### src/rtl/spi_pkg.sv
// Shared types and command encodings for the parametrised SPI slave.
package spi_pkg;

  localparam int CMD_W = 2;

  localparam logic [CMD_W-1:0] CMD_WR_ADDR = 2'b00;
  localparam logic [CMD_W-1:0] CMD_WR_DATA = 2'b01;
  localparam logic [CMD_W-1:0] CMD_RD_ADDR = 2'b10;
  localparam logic [CMD_W-1:0] CMD_RD_DATA = 2'b11;

  // Gray sequence along the normal read path: one bit flips per step.
  typedef enum logic [2:0] {
    IDLE    = 3'b000,
    CHK_CMD = 3'b001,
    RECV    = 3'b011,
    WAIT_TX = 3'b010,
    SEND    = 3'b110,
    HOLD    = 3'b111
  } spi_state_e;

endpackage

### src/rtl/spi_slave_param_piso.sv
// Parallel-load serial-out shifter driving MISO; output is forced low unless a word is active.
module spi_piso #(
  parameter int DATA_W    = 8,
  parameter bit MSB_FIRST = 1'b1
) (
  input  logic              clk,
  input  logic              rst_n,
  input  logic              load,
  input  logic              shift,
  input  logic              clear,
  input  logic [DATA_W-1:0] data,
  output logic              sout
);

  logic [DATA_W-1:0] sr;
  logic              active;

  always_ff @(posedge clk) begin
    if (!rst_n || clear) begin
      sr     <= '0;
      active <= 1'b0;
    end else if (load) begin
      sr     <= data;
      active <= 1'b1;
    end else if (shift) begin
      sr <= MSB_FIRST ? {sr[DATA_W-2:0], 1'b0} : {1'b0, sr[DATA_W-1:1]};
    end
  end

  assign sout = active & (MSB_FIRST ? sr[DATA_W-1] : sr[0]);

endmodule

### src/rtl/spi_slave_param.sv
// SPI slave front end: receives {cmd, payload} frames and serialises RAM read data on MISO.
module spi_slave_param
  import spi_pkg::*;
#(
  parameter int DATA_W     = 8,
  parameter bit MSB_FIRST  = 1'b1,
  parameter int TX_TIMEOUT = 16
) (
  input  logic              clk,
  input  logic              rst_n,
  input  logic              SS_n,
  input  logic              MOSI,
  output logic              MISO,
  output logic [DATA_W+1:0] rx_data,
  output logic              rx_valid,
  input  logic [DATA_W-1:0] tx_data,
  input  logic              tx_valid,
  output logic              frame_err,
  output logic              timeout_err,
  output logic              busy
);

  localparam int FRAME_W = CMD_W + DATA_W;
  localparam int CNT_W   = $clog2(FRAME_W + 1);
  localparam int WAIT_W  = $clog2(TX_TIMEOUT + 1);

  spi_state_e         state, nstate;
  logic [CNT_W-1:0]   bit_cnt;
  logic [WAIT_W-1:0]  wait_cnt;
  logic [FRAME_W-1:0] rx_shift, rx_next;
  logic               last_bit, frame_rd, wait_done;
  logic               abort, capture, rx_load, tx_load, tx_shift, tx_clear;
  logic               ferr_set, tout_set;

  assign rx_next   = MSB_FIRST ? {rx_shift[FRAME_W-2:0], MOSI} : {MOSI, rx_shift[FRAME_W-1:1]};
  assign last_bit  = (bit_cnt == CNT_W'(1));
  assign frame_rd  = (rx_next[FRAME_W-1 -: CMD_W] == CMD_RD_DATA);
  assign wait_done = (wait_cnt == WAIT_W'(TX_TIMEOUT - 1));

  always_ff @(posedge clk) begin
    if (!rst_n) state <= IDLE;
    else        state <= nstate;
  end

  // SS_n release outranks every completion condition.
  always_comb begin
    nstate = state;
    if (state != IDLE && SS_n) begin
      nstate = IDLE;
    end else begin
      case (state)
        IDLE:    if (!SS_n) nstate = CHK_CMD;
        CHK_CMD: nstate = RECV;
        RECV:    if (last_bit) nstate = frame_rd ? WAIT_TX : HOLD;
        WAIT_TX: begin
          if (tx_valid)       nstate = SEND;
          else if (wait_done) nstate = HOLD;
        end
        SEND:    if (bit_cnt == '0) nstate = HOLD;
        HOLD:    nstate = HOLD;
        default: nstate = IDLE;
      endcase
    end
  end

  always_comb begin
    abort    = (state != IDLE) && SS_n;
    capture  = (state == RECV) && !SS_n;
    rx_load  = capture && last_bit;
    tx_load  = (state == WAIT_TX) && !SS_n && tx_valid;
    tx_shift = (state == SEND) && !SS_n && (bit_cnt != '0);
    tx_clear = abort || ((state == SEND) && !SS_n && (bit_cnt == '0));
    ferr_set = SS_n && (state inside {CHK_CMD, RECV, WAIT_TX, SEND});
    tout_set = (state == WAIT_TX) && !SS_n && !tx_valid && wait_done;
  end

  always_ff @(posedge clk) begin
    if (!rst_n) begin
      bit_cnt     <= '0;
      wait_cnt    <= '0;
      rx_shift    <= '0;
      rx_data     <= '0;
      rx_valid    <= 1'b0;
      frame_err   <= 1'b0;
      timeout_err <= 1'b0;
    end else begin
      rx_valid    <= rx_load;
      frame_err   <= ferr_set;
      timeout_err <= tout_set;
      if (state == CHK_CMD)  bit_cnt <= CNT_W'(FRAME_W);
      else if (capture)      bit_cnt <= bit_cnt - 1'b1;
      else if (tx_load)      bit_cnt <= CNT_W'(DATA_W - 1);
      else if (tx_shift)     bit_cnt <= bit_cnt - 1'b1;
      if (capture) rx_shift <= rx_next;
      if (rx_load) rx_data  <= rx_next;
      if (state != WAIT_TX)          wait_cnt <= '0;
      else if (!SS_n && !tx_valid)   wait_cnt <= wait_cnt + 1'b1;
    end
  end

  assign busy = (state != IDLE);

  spi_piso #(
    .DATA_W    (DATA_W),
    .MSB_FIRST (MSB_FIRST)
  ) u_piso (
    .clk   (clk),
    .rst_n (rst_n),
    .load  (tx_load),
    .shift (tx_shift),
    .clear (tx_clear),
    .data  (tx_data),
    .sout  (MISO)
  );

endmodule

### config.mk
export PLATFORM = sky130hd
export DESIGN_NAME = spi_slave_param
export DESIGN_NICKNAME = d
export VERILOG_FILES = /design/src/rtl/spi_pkg.sv /design/src/rtl/spi_slave_param_piso.sv /design/src/rtl/spi_slave_param.sv
export SDC_FILE = /design/constraint.sdc
export NUM_CORES = 1
export LEC_CHECK = 0
export CAP_MARGIN = 25
export CORE_ASPECT_RATIO = 1.75
export CORE_UTILIZATION = 35
export CTS_BUF_LIST = sky130_fd_sc_hd__clkbuf_4 sky130_fd_sc_hd__clkbuf_8 sky130_fd_sc_hd__clkbuf_16
export DETAILED_ROUTE_END_ITERATION = 8
export PLACE_DENSITY = 0.54
export SLEW_MARGIN = 30
export SYNTH_ARGS = -nofsm -noshare
export SYNTH_HDL_FRONTEND = slang
export SYNTH_HIERARCHICAL = 1
export SYNTH_SLANG_ARGS = --single-unit
### constraint.sdc
create_clock -name clk -period 1.6 [get_ports clk]
set_input_delay 0.4 -clock clk [delete_from_list [all_inputs] [get_ports clk]]
set_output_delay 0.4 -clock clk [all_outputs]
set_load 0.01 [all_outputs]
==> results.json, run 1 <==
{
  "status": "finished, violations left",
  "violations": "setup timing",
  "path_cells": "inv_2 > ha_4 > nor3b_4 > or2_4 > nor2_4 > buf_6 > mux2i_2 > a211oi_2",
  "crit_fanout": 6,
  "syn2layout_area_growth_pct": 53.87,
  "crit_buf_inv": 2,
  "finalNetCount": 319,
  "worstMarginPinSlew_ns": 0.4222,
  "dieArea_um2": 5950,
  "crit_cells": 8,
  "core_area_um2": 5343,
  "synthCells": 229,
  "placed_cells": 361,
  "vias_per_cell": 4.825,
  "critical-path-top-delay-family": "simple AND/OR/NAND/NOR gates",
  "first_iter_violations": 32,
  "slew_headroom_pct": 71.78,
  "grt_usage_pct": 17.25,
  "rr_endpoint": "u_piso/sr[5]$_SDFFE_PP0P_",
  "fp.dieH_um": 101.3,
  "synth.distinct_cells": 42,
  "die_w_um": 58.74,
  "async_flop_share_pct": 0,
  "final.setup_skew_ns": 0.008050,
  "grt-ovfl-total": 0,
  "synth_area_leaders": "dfxtp_1 (44%), nand2_1 (7.8%), a21oi_1 (5.8%), a211oi_1 (3.8%), nor2_1 (3.6%)",
  "cts.path.max_buffers": 2,
  "num_antenna_cells": 0,
  "synth_top_flop_cell": "dfxtp_1",
  "clock_latency_ns": 0.29,
  "dpl.hpwl_um": 3443,
  "start_kind": "flop",
  "via_count": 1819,
  "criticalPathCategory": "flop to flop",
  "finalSetupTns_ns": -0.2629,
  "synth_edf_count": 0,
  "finalNonFillerCells": 377,
  "finalHoldViolations": 0,
  "whs_ns": 0.4576,
  "rr_worst_depth": 8,
  "critPathMaxStageDelay_ns": 0.34,
  "yosysTopAreaCellShare_pct": 43.65,
  "crit_start": "bit_cnt[1]$_SDFFE_PN0P_",
  "cts.sinks": 43,
  "gp_congestion": 0.7866,
  "postRouteWirelength_um": 4847,
  "p_leak_uw": 0.001258,
  "boundaryPins": 28,
  "synth_top_area_cell": "dfxtp_1",
  "syn-num-nets": 246,
  "finalCriticalPeriod_ns": 1.660,
  "antenna_found_initial": 0,
  "cts_tree": "yes",
  "first_global_vias": 1820,
  "path_clk_slew_ns": 0.08,
  "rows": 35,
  "drv_cap": 0,
  "rsz0062_at_grt": "true",
  "cp.required_ns": 1.77,
  "grt_max_degree": 21,
  "fmax_ghz": 0.6025,
  "r2r-start": "bit_cnt[1]$_SDFFE_PN0P_",
  "h-tree-depth": 2,
  "syn_area_um2": 1972,
  "synth_warnings": 6,
  "io_buffers": 27,
  "root_buffer": "clkbuf_8",
  "drc": 0,
  "setup_viol_count_final": 9,
  "wire_per_inst_um": 12.86,
  "slowest_stage": "dfxtp_2",
  "layout-drive-gt1-share_pct": 34.98,
  "dp_slack_ns": -0.4119,
  "hold_path_class": "flop to flop",
  "first_pass_iters": 4,
  "finalCritPeriodShare_pct": 103.7,
  "p_per_area_nw_per_um2": 694.1,
  "synth_seq_area_share_pct": 43.65,
  "initial_utilization_pct": 36.91,
  "cp-end-kind": "flop",
  "crit_end": "u_piso/sr[5]$_SDFFE_PP0P_",
  "slew_violations": 0,
  "cts-hold-fix-buffers": 0,
  "setup_ws_ns": -0.05971,
  "ant_nets": 0,
  "ys_seq_elements": 43,
  "cts_made_buffers": 5,
  "syn_area_per_cell_um2": 8.611,
  "ir_drop_mv": 0.5508,
  "rrSetupSlack_ns": -0.06,
  "grt_first_pass_wirelength_um": 8045,
  "cp.arrival_ns": 1.83
}
==> cells in the mapped netlist, types with 4 or more instances <==
master    instances
a211oi_1         10
a21oi_1          23
buf_2             7
clkbuf_1          5
dfxtp_1          43
ha_1              4
inv_1             6
mux2i_1           7
nand2_1          41
nand2b_1          4
nand3_1          10
nor2_1           19
nor2b_1           7
o21ai_0           4
==> per-stage QoR <==
step / utilization (%) / power, µW / area [µm²]
3_3_place_gp: 49.72 / 1391 / 2656
5_1_grt: 56.79 / 2203 / 3034
2_1_floorplan: - / 1253 / 1992
3_5_place_dp: 49.72 / 1390 / 2656
6_report: 56.79 / 2106 / 3034
4_1_cts: 53.00 / 2111 / 2831
==> worst min path at each step <==
stage,startpoint,end,slack (ns),cells past startpoint
5_1_grt,rx_data[6]$_SDFFE_PN0P_,rx_data[6]$_SDFFE_PN0P_,0.49,2
3_3_place_gp,u_piso/active$_SDFFE_PP0P_,u_piso/active$_SDFFE_PP0P_,0.45,2
3_5_place_dp,rx_data[9]$_SDFFE_PN0P_,rx_data[9]$_SDFFE_PN0P_,0.45,2
2_1_floorplan,u_piso/active$_SDFFE_PP0P_,u_piso/active$_SDFFE_PP0P_,0.43,2
6_report,rx_data[8]$_SDFFE_PN0P_,rx_data[8]$_SDFFE_PN0P_,0.46,2
4_1_cts,rx_data[9]$_SDFFE_PN0P_,rx_data[9]$_SDFFE_PN0P_,0.46,2
==> report_power, final <==
part | leakage (µW) | switching, µW | internal (µW)
sequential | 0.000350 | 14.5 | 1080
combinational | 0.000863 | 147 | 175
clock | 0.0000446 | 364 | 322
total | 0.00126 | 526 | 1580
==> cell usage in the layout, fill, tap and decap left out, drive strengths merged, types with 3 or more instances in the layout <==
cell type and count:
buf 54, dfxtp 43, nand2 41, a21oi 23, nor2 19, clkdlybuf4s50 14, a211oi 11, nand3 10
dlymetal6s2s 10, nor2b 7, mux2i 7, clkbuf 6, nand2b 6, inv 5, o21ai 4, nor3b 4
ha 4, nor4b 3
==> timing repair <==
item / 4_1_cts / 5_1_grt
endpoints found under the setup margin: 15 / 28
setup buffers: 4 / 4
gates cloned: 0 / 1
resized for setup: 22 / 43
pin swaps: 14 / 15
==> tightest hold or removal path: cells and delay by family (launching register included) <==
| family | cells | cell delay, ns |
|---|---|---|
| flops | 1 | 0.31 |
| compound gates | 1 | 0.05 |
| simple gates | 1 | 0.05 |
==> metal layers <==
layer  part of all wire (%)  GRT usage [%]  vias to the layer above
met3                    2.9          2.810                        5
met2                     57          32.87                       32
met5                      0              0                        -
met4                    1.2          4.945                        0
li1                       -              -                      931
met1                     39          18.91                      851
==> sequential cells by signal, indices dropped and copies added (netlist names) <==
signal         cells
rx_shift           9
u_piso/sr          8
frame_err          1
timeout_err        1
u_piso/active      1
bit_cnt            4
rx_valid           1
wait_cnt           5
state              3
rx_data           10
==> kinds of logic after synthesis <==
family                     count (synthesis)  share of synthesized area (%)
and+or+nand+nor                          104                          27.92
muxes                                      7                          3.553
buffers and inverters                     21                          5.203
DFF                                       43                          43.66
adders and majority gates                  4                          2.538
AOI/OAI and AO/OA                         46                          15.36
xor gates and xnor gates                   4                          1.777
==> layout make-up <==
| type | count | area [µm²] |
|---|---|---|
| Tap cell | 74 | 92.59 |
| Fill cell | 503 | 2308 |
| Multi-Input combinational cell | 166 | 1216 |
| Inverter | 6 | 26.28 |
| Clock inverter | 2 | 12.51 |
| Clock buffer | 6 | 76.32 |
| Sequential cell | 43 | 873.3 |
| Timing Repair Buffer | 80 | 737.0 |
(Power assumes the default switching activity.)
==> run 2, diff against run 1 <==
Settings changed: CORE_UTILIZATION 35 to 43, PLACE_DENSITY 0.54 to 0.65.
==> results.json, run 2 (synthesis results as in run 1) <==
{
  "nFillCells": 376,
  "use_met1_pct": 22.48,
  "root_buffer": "clkbuf_8",
  "mostFrequentLayoutCells": "nand2_1 (41), buf_4 (39), dfxtp_1 (37), a21oi_1 (22), nor2_1 (18)",
  "status": "finished, violations left",
  "num_antenna_cells": 0,
  "first_pass_iters": 4,
  "grt_max_degree": 21,
  "rows": 32,
  "crit_fanout": 4,
  "layout-drive-gt1-share_pct": 28.81,
  "start_kind": "flop",
  "finalHoldViolations": 0,
  "vias_per_cell": 5.220,
  "drv_cap": 0,
  "die_w_um": 53.19,
  "first_global_vias": 1841,
  "initial_utilization_pct": 44.77,
  "syn2layout_area_growth_pct": 44.86,
  "crit_start": "bit_cnt[1]$_SDFFE_PN0P_",
  "r2r-start": "bit_cnt[1]$_SDFFE_PN0P_",
  "drc": 0,
  "setup_ws_ns": -0.06354,
  "dieArea_um2": 4871,
  "p_per_area_nw_per_um2": 729.4,
  "rrSetupSlack_ns": -0.06,
  "slew_headroom_pct": 67.99,
  "cts_tree": "yes",
  "hold_path_class": "flop to flop",
  "ir_drop_mv": 0.8262,
  "rr_endpoint": "u_piso/sr[0]$_SDFFE_PP0P_",
  "h-tree-depth": 2,
  "fp.dieH_um": 91.59,
  "first_iter_violations": 43,
  "cts.sinks": 43,
  "grt.met2_usage_pct": 38.29,
  "grt_usage_pct": 21.68,
  "p_total_uw": 2084,
  "final.setup_skew_ns": 0.005605,
  "gp_congestion": 0.8878,
  "io_buffers": 27,
  "boundaryPins": 28,
  "utilization_pct": 64.86,
  "slew_violations": 0,
  "grt.busiest_layer": "met2",
  "worstMarginPinSlew_ns": 0.4681,
  "setup_viol_count_final": 11,
  "finalNetCount": 311,
  "via_count": 1806,
  "cts.path.max_buffers": 2,
  "core_area_um2": 4404,
  "finalCriticalPeriod_ns": 1.664,
  "reg.largest.list": "rx_data x10, rx_shift x9, u_piso/sr x8",
  "cp.arrival_ns": 1.89,
  "clock_latency_ns": 0.29,
  "final_common_cell": "nand2_1",
  "rr_worst_depth": 7,
  "grt_first_pass_wirelength_um": 7859,
  "p_leak_uw": 0.001154,
  "whs_ns": 0.4581,
  "path_clk_slew_ns": 0.08,
  "postRouteWirelength_um": 4705,
  "antenna_found_initial": 0,
  "fmax_ghz": 0.6011,
  "wire_per_inst_um": 13.60,
  "cp.required_ns": 1.83,
  "largest_reg_flops": 10,
  "met3_usage_pct": 4.188,
  "grt-ovfl-total": 0,
  "finalCritPeriodShare_pct": 104.0,
  "cts_made_buffers": 5,
  "top_register": "rx_data",
  "criticalPathCategory": "flop to flop",
  "cts-hold-fix-buffers": 0,
  "rsz0062_at_grt": "true",
  "ant_nets": 0,
  "dpl.hpwl_um": 3338,
  "crit_end": "u_piso/sr[0]$_SDFFE_PP0P_",
  "violations": "setup timing",
  "cp-end-kind": "flop"
}
## run 2: worst min-delay path by stage
stage / from / slack (ns) / endpoint / cells after the start
finish: rx_data[8]$_SDFFE_PN0P_ / 0.46 / rx_data[8]$_SDFFE_PN0P_ / 2
global placement: rx_data[8]$_SDFFE_PN0P_ / 0.44 / rx_data[8]$_SDFFE_PN0P_ / 2
global route: rx_shift[6]$_SDFFE_PN0P_ / 0.48 / rx_shift[7]$_SDFFE_PN0P_ / 2
CTS: rx_data[8]$_SDFFE_PN0P_ / 0.46 / rx_data[8]$_SDFFE_PN0P_ / 2
floorplan: u_piso/active$_SDFFE_PP0P_ / 0.43 / u_piso/active$_SDFFE_PP0P_ / 2
detailed placement: rx_data[9]$_SDFFE_PN0P_ / 0.45 / rx_data[9]$_SDFFE_PN0P_ / 2
## run 2: area by class of cell
type	count	area [µm²]	share of cell area (%)
Multi-Input combinational cell	165	1132	39.64
Sequential cell	43	873.3	30.57
Inverter	6	22.52	0.7884
Tap cell	51	63.81	2.234
Timing Repair Buffer	73	675.6	23.65
Clock buffer	6	76.32	2.672
Clock inverter	2	12.51	0.4380
## run 2: layer usage
metal | vias up | part of all wire (%)
met1 | 837 | 40
met5 | - | 0
met4 | 0 | 3.0
met2 | 39 | 54
li1 | 918 | -
met3 | 12 | 2.9
## run 2: critical path: stages (launching register included)
cell	delay, ns
dfxtp_2	0.33
inv_2	0.07
ha_4	0.13
nor3b_4	0.30
or2_4	0.21
nor2_4	0.04
or3b_4	0.38
a21oi_2	0.15
## run 2: stage by stage
| stage | cells | setup TNS [ns] | area, µm² | setup slack, ns |
|---|---|---|---|---|
| 2_1_floorplan | 229 | 0 | 1992 | 0.01600 |
| 3_3_place_gp | 334 | -9.197 | 2597 | -0.3311 |
| 3_5_place_dp | 334 | -9.529 | 2597 | -0.3416 |
| 4_1_cts | 345 | -0.7647 | 2781 | -0.1026 |
| 5_1_grt | 346 | -1.567 | 2856 | -0.1643 |
| 6_report | 346 | -0.4174 | 2856 | -0.06354 |
## run 2: report_power, final
group	switching [µW]	leakage [µW]	total, µW	internal (µW)
Combinational	130	0.000759	288	158
Sequential	14.0	0.000351	1100	1080
Clock	376	0.0000446	698	322
## run 2: timing repair
action,4_1_cts,5_1_grt
pin swaps,14,7
buffers inserted,3,0
gates resized for setup,23,22
endpoints found under the hold margin,0,0
setup endpoints to repair,15,31
gates cloned,0,1
